`src/rtl/bcd_disp_mux.sv`:
```
// Time-multiplexed driver for a 4-digit common-anode seven-segment display.
// Captures packed BCD on load, scans digits from a free-running counter, decodes with optional leading-zero blanking.
module bcd_disp_mux #(
    parameter int unsigned N = 18
) (
    input  logic        clk,
    input  logic        reset,
    input  logic [15:0] bcd_in,
    input  logic [3:0]  dp_in,
    input  logic        load,
    input  logic        blank_lz,
    output logic [3:0]  an,
    output logic [7:0]  sseg
);

    localparam int unsigned DIGITS = 4;
    localparam int unsigned BCD_W  = 16;
    localparam int unsigned SEG_W  = 8;

    logic [N-1:0]        q_q,    q_d;
    logic [BCD_W-1:0]    bcd_q,  bcd_d;
    logic [DIGITS-1:0]   dp_q,   dp_d;
    logic [DIGITS-1:0]   an_q,   an_d;
    logic [SEG_W-1:0]    sseg_q, sseg_d;

    logic [1:0]          sel;
    logic [3:0]          digit;
    logic [DIGITS-1:0]   lz;

    // Active-low g..a pattern; non-BCD codes render as a dash.
    function automatic logic [6:0] seg7(input logic [3:0] d);
        logic [6:0] s;
        case (d)
            4'd0:    s = 7'b1000000;
            4'd1:    s = 7'b1111001;
            4'd2:    s = 7'b0100100;
            4'd3:    s = 7'b0110000;
            4'd4:    s = 7'b0011001;
            4'd5:    s = 7'b0010010;
            4'd6:    s = 7'b0000010;
            4'd7:    s = 7'b1111000;
            4'd8:    s = 7'b0000000;
            4'd9:    s = 7'b0010000;
            default: s = 7'b0111111;
        endcase
        return s;
    endfunction

    always_comb begin
        q_d    = q_q + N'(1);
        bcd_d  = bcd_q;
        dp_d   = dp_q;
        if (load) begin
            bcd_d = bcd_in;
            dp_d  = dp_in;
        end

        sel = q_q[N-1:N-2];
        case (sel)
            2'd0:    digit = bcd_q[3:0];
            2'd1:    digit = bcd_q[7:4];
            2'd2:    digit = bcd_q[11:8];
            default: digit = bcd_q[15:12];
        endcase

        // A digit is a leading zero when it and every more-significant digit are zero.
        lz[3] = (bcd_q[15:12] == 4'd0);
        lz[2] = lz[3] && (bcd_q[11:8] == 4'd0);
        lz[1] = lz[2] && (bcd_q[7:4] == 4'd0);
        lz[0] = 1'b0;

        an_d   = ~(4'b0001 << sel);
        sseg_d = {~dp_q[sel], (blank_lz && lz[sel]) ? 7'b1111111 : seg7(digit)};
    end

    always_ff @(posedge clk) begin
        if (reset) begin
            q_q    <= '0;
            bcd_q  <= '0;
            dp_q   <= '0;
            an_q   <= 4'b1111;
            sseg_q <= 8'hFF;
        end else begin
            q_q    <= q_d;
            bcd_q  <= bcd_d;
            dp_q   <= dp_d;
            an_q   <= an_d;
            sseg_q <= sseg_d;
        end
    end

    assign an   = an_q;
    assign sseg = sseg_q;

endmodule

```
`config.mk`:
```
export PLATFORM = sky130hd
export DESIGN_NAME = bcd_disp_mux
export DESIGN_NICKNAME = d
export VERILOG_FILES = /design/src/rtl/bcd_disp_mux.sv
export SDC_FILE = /design/constraint.sdc
export NUM_CORES = 1
export LEC_CHECK = 0
export BUFFER_PORTS_ARGS = -buffer_cell sky130_fd_sc_hd__buf_2
export CAP_MARGIN = 40
export CORE_MARGIN = 2
export CORE_UTILIZATION = 50
export DETAILED_ROUTE_END_ITERATION = 7
export PLACE_DENSITY = 0.73
export REMOVE_ABC_BUFFERS = 1
export SLEW_MARGIN = 15
export SYNTH_ARGS = -nofsm -noshare
export SYNTH_HDL_FRONTEND = slang
export SYNTH_SLANG_ARGS = --single-unit
export TNS_END_PERCENT = 10
```
`constraint.sdc`:
```
create_clock -name clk -period 2.7 [get_ports clk]
set_clock_uncertainty 0.05 [all_clocks]
set_input_delay 0.54 -clock clk [delete_from_list [all_inputs] [get_ports clk]]
set_output_delay 0.54 -clock clk [all_outputs]
set_load 0.01 [all_outputs]
```
* Yosys cells after proc, flatten, opt, wreduce, memory -nomap -nowiden *
Memory sizes are Yosys's and may differ from the RTL's. A register that Yosys moved wholly into a read port is not among the register bits.
Index checks and enable logic that the tools add are counted.

operators by class
  add/sub/neg operators = 1
  bitwise gates (word level) = 2
  multiplexer cells = 5
  equality and inequality tests = 2
  shift-type cells = 1
  reduce and logical (&&, ||, !) cells = 8
  order comparisons = 1

operators with widths
  operator               number
  $add 18x1->18 const B  1
  $logic_not 4->1        3
  $pmux 4 s3             1
  $bmux 1 s2             2
  $not 4->4              1
  $shl 1x2->4 const A    1
  $logic_and 1x1->1      3
  $lt 2x3->1 const B     1
  $eq 2x1->1 const B     1
  $eq 2x2->1 const B     1
  $logic_not 2->1        1
  $mux 1                 2
  $reduce_or 2->1        1
  $not 1->1              1

storage, ports and cells
  word-level logic and storage cells = 26
  input port bits = 24
  bits in read-only memories = 112
  output and inout port bits = 12
  memories = 1
  bits in registers = 43

memories
  name              words  width  rd ports  clocked after Yosys merged registers in  write ports  RTL line  text
  (name not given)  16     7      1         1                                        0            33        case (d)

* Logic depth before layout (Yosys ltp) *
Gate-level depths: netlist (run 1).

  depth after elaboration = 7
  mapped depth = 8
  mapped depth without buffers = 7

* Least setup slack after synthesis (run 1) *
No wires, ideal clock.

  path kind = register -> register
  from = reg q_q[16]
  to = reg sseg_q[3], in the netlist sseg[3]
  stages on the path, launching flop included = 9
  path slack = 805 ps
  required time = 2587 ps
  arrival time = 1782 ps
  setup time = 63 ps
  period minus slack after synthesis = 1895 ps
  path through = dfxtp_1 -> buf_6 -> mux4_1 -> inv_1 -> ha_1 -> inv_1 -> o21ai_0 -> and3_1 -> nand3_1

on the way
  longest elaborated chain between the ends = 4

RTL lines
  item                              RTL line  text
  start, declared                   20        logic [N-1:0] q_q, q_d;
  start signal, assigned            84        q_q <= q_d;
  $bmux 1 s2                        73        sseg_d = {~dp_q[sel], (blank_lz && lz[sel]) ? 7'b1111111 : seg7(digit)};
  $mux 1 (implied by the code)      73
  $logic_and 1x1->1                 73
  $reduce_or 2->1 (no source line)  -
  end, declared                     24        logic [SEG_W-1:0] sseg_q, sseg_d;

Several ways; a longest one is shown, not always the timed one. The select of a mux whose other input is x is not followed.
A chain may end at the register's enable or synchronous reset.

* Final worst setup path (run 1) *
  from = reg q_q[16]
  to = reg sseg_q[0], in the netlist sseg[0]

The elaborated chain is that of the path after synthesis.

==> results of run 1 <==
[routing by layer]
metal | part of all wire (%) | up-vias
met5 | 0 | -
met4 | 0.72 | 0
met3 | 5.1 | 2
met2 | 46 | 40
met1 | 48 | 741
li1 | - | 812
[path summary, 6_finish.rpt]
kind	endpoint	start	cells past startpoint
setup / recovery	sseg[0]$_SDFF_PP1_	q_q[16]$_SDFF_PP0_	4
hold reg to reg	q_q[0]$_SDFF_PP0_	q_q[0]$_SDFF_PP0_	1
hold / removal	q_q[0]$_SDFF_PP0_	q_q[0]$_SDFF_PP0_	1
setup reg to reg	sseg[0]$_SDFF_PP1_	q_q[16]$_SDFF_PP0_	4
[placed cells by master, fill, tap and decap left out, drive strengths merged]
cell,Yosys,routed
ha,4,4
a21o,1,1
nor3,4,4
nand4,4,4
dfxtp,50,50
nand2,9,9
or3,2,2
o211ai,2,2
nor2,39,39
nor4,7,7
mux4,5,5
a31o,1,1
a22oi,1,1
xnor2,10,10
inv,9,9
mux2,1,1
clkbuf,7,6
o2111ai,1,1
a32o,1,1
clkinv,0,2
or4b,1,1
nor3b,1,1
nor2b,2,2
mux2i,20,20
o21ai,5,5
nand3,14,14
buf,3,36
xor2,2,2
a21oi,5,5
or2,1,1
and3,2,2
[metrics by stage]
step	hold WS, ns	setup slack, ns
after floorplan	0.380	0.584
after global placement	0.393	0.475
after detailed placement	0.404	0.430
after CTS	0.416	0.408
after global routing	0.418	0.328
final	0.419	0.409
[power breakdown]
group / switching, W / internal (W) / leakage, nW
sequential: 0.0000183 / 0.000769 / 0.411
clock: 0.000233 / 0.000183 / 0.0452
combinational: 0.0000670 / 0.0000620 / 0.507
total: 0.000318 / 0.00101 / 0.962
[synthesized netlist by cell type, types with 2 or more instances]
| master | n | area share (%) |
|---|---|---|
| dfxtp_1 | 50 | 48 |
| nor2_1 | 39 | 7.0 |
| mux2i_1 | 20 | 9.6 |
| nand3_1 | 14 | 3.4 |
| xnor2_1 | 10 | 4.2 |
| inv_1 | 9 | 1.6 |
| nand2_1 | 9 | 1.6 |
| clkbuf_1 | 7 | 1.3 |
| nor4_1 | 7 | 2.1 |
| a21oi_1 | 5 | 1.2 |
| o21ai_0 | 5 | 1.2 |
| ha_1 | 4 | 2.4 |
| mux4_1 | 4 | 5.0 |
| nand4_1 | 4 | 1.2 |
| nor3_1 | 4 | 0.96 |
| and3_1 | 2 | 0.60 |
| buf_1 | 2 | 0.36 |
| nor2b_1 | 2 | 0.60 |
| o211ai_1 | 2 | 0.72 |
| or3_1 | 2 | 0.60 |
| xor2_1 | 2 | 0.84 |
[final cells by class]
cell class	count	share of cell area, %
Clock buffer	6	3.06
Clock inverter	2	0.581
Inverter	9	1.43
Multi-Input combinational cell	145	42.3
Sequential cell	50	42.3
Tap cell	50	2.64
Timing Repair Buffer	36	7.71
[cell families after synthesis]
logic type	after synthesis
muxes	26
AOI/OAI and AO/OA	17
and+or+nand+nor	86
xor gates and xnor gates	12
DFF	50
adders and majority gates	4
buffers and inverters	19
[sequential cells by signal (all words and copies together) (netlist names)]
signal,flops
an,4
bcd_q,16
dp_q,4
q_q,18
sseg,8
[critical path: stages, from the launching register on]
cell	delay, ns
dfxtp_1	0.60
mux4_1	0.76
or4b_1	0.57
and3_1	0.18
nand3_1	0.07
==> results.txt, run 1 <==
area of the multi-input gates = 1000 um^2
synth warn = 0
first-pass GRT wire length = 6220 um
met3 Resource Use GR = 5.68%
Routed Antenna Nets = 0
TritonCTS clock tree = yes
I/O pins = 36
leakage power = 0.962 nW
Final #Nets = 275
flop-to-flop setup slack = 0.41 ns
drt via density = 5.35
Initial DRT Pass Iterations = 4
Worst Path Required = 2.89 ns
Core Area = 4000 um^2
Tcrit/Tclk final = 84.8%
Slew headroom = 52.4%
met1 GRT Util = 22.9%
largest net degree at the start of global routing = 32
Post-Synth XOR/XNOR Area = 5.05%
mux contribution to synthesized area = 16.3%
Clock Tree Buf Depth = 2
Worst Hold Class = flip-flop to flip-flop
crit path launch type = flip-flop
Distinct cells, synth = 32
wire per inst = 12.6 um
unrepaired setup endpoints after global routing = no
Reg area = 1000 um^2
Pwr per Cell Area = 563 nW/um^2
Layout fillers = 353
fin util = 59.2%
Tmin final = 2.29 ns
Worst-path clk slew = 0.08 ns
placed insts = 290
CTS H-tree lvls = 2
Residual DRC = 0
GR Util met2 = 28.0%
CP Class = flip-flop to flip-flop
Final Hold Fails = 0
Post-Synth Adder-Cell Area = 2.40%
#FFs+latches synth = 50
Total GRT Usage = 17.9%
worst-margin pin slew = 0.707 ns
post-synthesis compound-gate area fraction = 5.17%
1st-iter DRT viols = 148
final wirelength = 3750 um
Die Span X = 68.5 um
Overflow after GRT = 0
Root Driver = clkbuf_8
cell area after synthesis = 2080 um^2
initial core utilization = 52.0%
post-cts repair resize count = 0
Fmax = 437 MHz
Die Height = 68.5 um
Num CTS Buffers = 5
clock sinks = 50
fin area = 2370 um^2
WP data arrival = 2.48 ns
Post-synth EDFFs = 0
Setup TNS = 0 ns
Finish-stage setup viols = 0
register area share after synthesis = 48.1%
Setup Fix Bufs, Post-CTS = 0
I/O Buffers = 35
Area Overhead vs Synth = 13.8%
crit path max fanout = 11
vias in the first global route = 1452
Mapped Cells = 214
Post-synth ARST share = 0%
Final Max Slew Viols = 0
Pwr Total = 0.00133 W
area post-placement = 2280 um^2
Avg Cell Area, Syn = 9.73 um^2
die area = 4700 um^2
DP HPWL = 2730 um
gpl congestion = 0.770
worst skew pair latency = 0.30 ns
layout cells sized above 1 = 19.0%
Antenna diodes = 0
Layout Cells excl Fill = 298
GR peak layer = met2
largest family of logic cells by synthesized area = simple AND/OR/NAND/NOR gates
DR vias = 1595
maximum VDD drop = 0.389 mV
main flop type after synthesis = dfxtp_1
cts hold-fix bufs = 0
post-synthesis simple-gate area fraction = 19.2%
status = finished, final reports clean
max-cap violation count = 0
Crit. End Element = flip-flop
initial antenna violation count = 0
Cell Rows = 23
Power figures use the tool's default switching activity.
==> run 2: changes to the inputs <==
--- a/config.mk
+++ b/config.mk
@@ -5,12 +5,13 @@
 export SDC_FILE = /design/constraint.sdc
 export NUM_CORES = 1
 export LEC_CHECK = 0
+export ABC_AREA = 1
 export BUFFER_PORTS_ARGS = -buffer_cell sky130_fd_sc_hd__buf_2
 export CAP_MARGIN = 40
 export CORE_MARGIN = 2
 export CORE_UTILIZATION = 50
 export DETAILED_ROUTE_END_ITERATION = 7
-export PLACE_DENSITY = 0.73
+export PLACE_DENSITY = 0.76
 export REMOVE_ABC_BUFFERS = 1
 export SLEW_MARGIN = 15
 export SYNTH_ARGS = -nofsm -noshare
==> constraint.sdc (replaced) <==
create_clock -name clk -period 2 [get_ports clk]
set_clock_uncertainty 0.05 [all_clocks]
set_input_delay 0.4 -clock clk [delete_from_list [all_inputs] [get_ports clk]]
set_output_delay 0.4 -clock clk [all_outputs]
set_load 0.01 [all_outputs]
==> run 2 against run 1 <==
  * Area after synthesis rose by 8.1%
  * Cell area rose by 8.6%
  * Via count is 27% higher
  * Sequential cell count is the same
  * Highest routed layer unchanged
==> results.txt, run 2 <==
WP buf/inv = 2
DP HPWL = 3520 um
CP Class = flip-flop to flip-flop
post-synth top area cell = dfxtp_1
WP data arrival = 1.94 ns
DR vias = 2032
Die Height = 71.1 um
Residual DRC = 0
initial core utilization = 51.7%
Worst-path clk slew = 0.10 ns
worst skew pair latency = 0.31 ns
Post-synth ARST share = 0%
Area Overhead vs Synth = 14.3%
Routed Antenna Nets = 0
#FFs+latches synth = 50
worst hold slack = 0.256 ns
Worst Hold Class = primary input to flip-flop
commonest non-fill, non-tap cell in the layout = nand2_1
maximum VDD drop = 0.484 mV
unrepaired setup endpoints after global routing = no
worst-margin pin slew = 0.654 ns
Reg area = 1000 um^2
Die Span X = 71.1 um
post-cts repair resize count = 0
cts hold-fix bufs = 0
Largest register FFs = 18
Highest Signal Layer = met4
TritonCTS clock tree = yes
Clock Tree Buf Depth = 2
top cell type's share of synthesized area = 44.5%
1st-iter DRT viols = 100
Final Max Slew Viols = 0
wire per inst = 11.8 um
commonest cells in the synthesized netlist = nand2_1, nor2_1, dfxtp_1, inv_1, o21ai_0
Post-Route M1 WL = 2190 um
slowest CP cell = dfxtp_1
main flop type after synthesis = dfxtp_1
Max stage delay on crit path = 0.55 ns
crit path launch type = flip-flop
most flop-heavy register = q_q
Post-synth EDFFs = 0
synth warn = 0
Fmax = 575 MHz
Final Hold Fails = 0
Core Area = 4350 um^2
Overflow after GRT = 0
clock sinks = 50
Worst Path Required = 2.20 ns
Setup TNS = 0 ns
die area = 5050 um^2
max-cap violation count = 0
cell area after synthesis = 2250 um^2
ordered list of cells on the worst path = inv_2, nand3_1, nand3_1, nor2_1, ha_1, inv_1, nand2_1, nand2_1, nand2_1, nand2_1
Tmin final = 1.74 ns
Layout fillers = 398
first-pass GRT wire length = 8220 um
Slew headroom = 56.3%
initial antenna violation count = 0
Tcrit/Tclk final = 87.0%
Finish-stage setup viols = 0
Final #Nets = 378
leakage power = 1.14 nW
Cell Rows = 24
commonest non-fill, non-tap cells in the layout = nand2_1, nor2_1, dfxtp_1
fin util = 59.1%
I/O Buffers = 35
vias in the first global route = 1955
layout cells sized above 1 = 17.9%
Mapped Cells = 312
routed wl met2 = 2210 um
Root Driver = clkbuf_8
I/O pins = 36
register area share after synthesis = 44.5%
area of the multi-input gates = 1080 um^2
met3 wire length = 259 um
final wirelength = 4740 um
Crit. End Element = flip-flop
Distinct cells, synth = 26
gpl congestion = 0.850
status = finished, final reports clean
Pwr per Cell Area = 731 nW/um^2
Avg Cell Area, Syn = 7.21 um^2
crit path max fanout = 11
Initial DRT Pass Iterations = 4
Synth area leaders = dfxtp_1, nand2_1, nor2_1
Antenna diodes = 0
largest net degree at the start of global routing = 26
Total GRT Usage = 20.0%
CTS H-tree lvls = 2
Num CTS Buffers = 5
delay-heaviest family, CP = simple AND/OR/NAND/NOR gates
drt via density = 5.04
count leader, synth = nand2_1
Setup Fix Bufs, Post-CTS = 0
most numerous cell on the critical path = nand2_1
-- run 2: changes by cell type after synthesis, moves of 9 or more --
| cell | previous run | this run |
|---|---|---|
| nand2_1 | 9 | 61 |
| o21ai_0 | 5 | 29 |
| inv_1 | 9 | 29 |
| mux2i_1 | 20 | 0 |
| nor2_1 | 39 | 54 |
| a21oi_1 | 5 | 18 |
| nand3_1 | 14 | 25 |
| xnor2_1 | 10 | 1 |
-- run 2: cell families (layout without fill, tap and decap cells) --
| kind of cell | count (synthesis) | after routing | synth area share [%] |
|---|---|---|---|
| adder cells (fa/ha/maj) | 4 | 4 | 2.22 |
| buffers and inverters | 41 | 80 | 7.51 |
| AND/OR/NAND/NOR | 163 | 163 | 32.7 |
| XOR/XNOR | 2 | 2 | 0.779 |
| AO/OA/AOI/OAI | 52 | 52 | 12.3 |
| flip-flops | 50 | 50 | 44.5 |
-- run 2: path summary, 6_finish.rpt --
kind	to	from	cells after the start	slack [ns]
worst min register to register	q_q[13]$_SDFF_PP0_	q_q[13]$_SDFF_PP0_	2	0.43
worst max-delay path	sseg[3]$_SDFF_PP1_	q_q[17]$_SDFF_PP0_	10	0.26
worst max register to register	sseg[3]$_SDFF_PP1_	q_q[17]$_SDFF_PP0_	10	0.26
worst min-delay path	bcd_q[10]$_SDFFE_PP0P_	bcd_in[10]	3	0.26
-- run 2: tightest hold or removal path: stages --
cell and delay [ns]:
buf_2 0.07, nor2_1 0.03, nor2_1 0.08
-- run 2: per-stage QoR --
step                      cell area [um^2]  instances  setup WS (ns)  power (W)
final                                 2570        403          0.261    0.00188
after global routing                  2570        403         0.0280    0.00196
after CTS                             2570        403          0.278    0.00189
after detailed placement              2480        395          0.305    0.00129
after global placement                2480        395          0.361    0.00129
after floorplan                       2200        303          0.387    0.00121
-- run 2: power by group --
part           total [W]  internal (W)  leakage, nW  switching [W]
registers        0.00107       0.00105        0.412      0.0000256
logic           0.000202     0.0000816        0.682       0.000120
clock network   0.000608      0.000253       0.0447       0.000355
total            0.00188       0.00138         1.14       0.000501
-- run 2: final cells by class --
cell class                      instances  area share, %
Clock buffer                            5           2.68
Clock inverter                          3          0.973
Inverter                               32           4.67
Multi-Input combinational cell        221           42.0
Sequential cell                        50           38.9
Tap cell                               52           2.53
Timing Repair Buffer                   40           8.27
-- run 2: per-layer routing --
metal	track usage, %	up-vias
li1	-	1089
met1	24.7	871
met2	33.3	63
met3	5.27	9
met4	7.55	0
met5	0	-
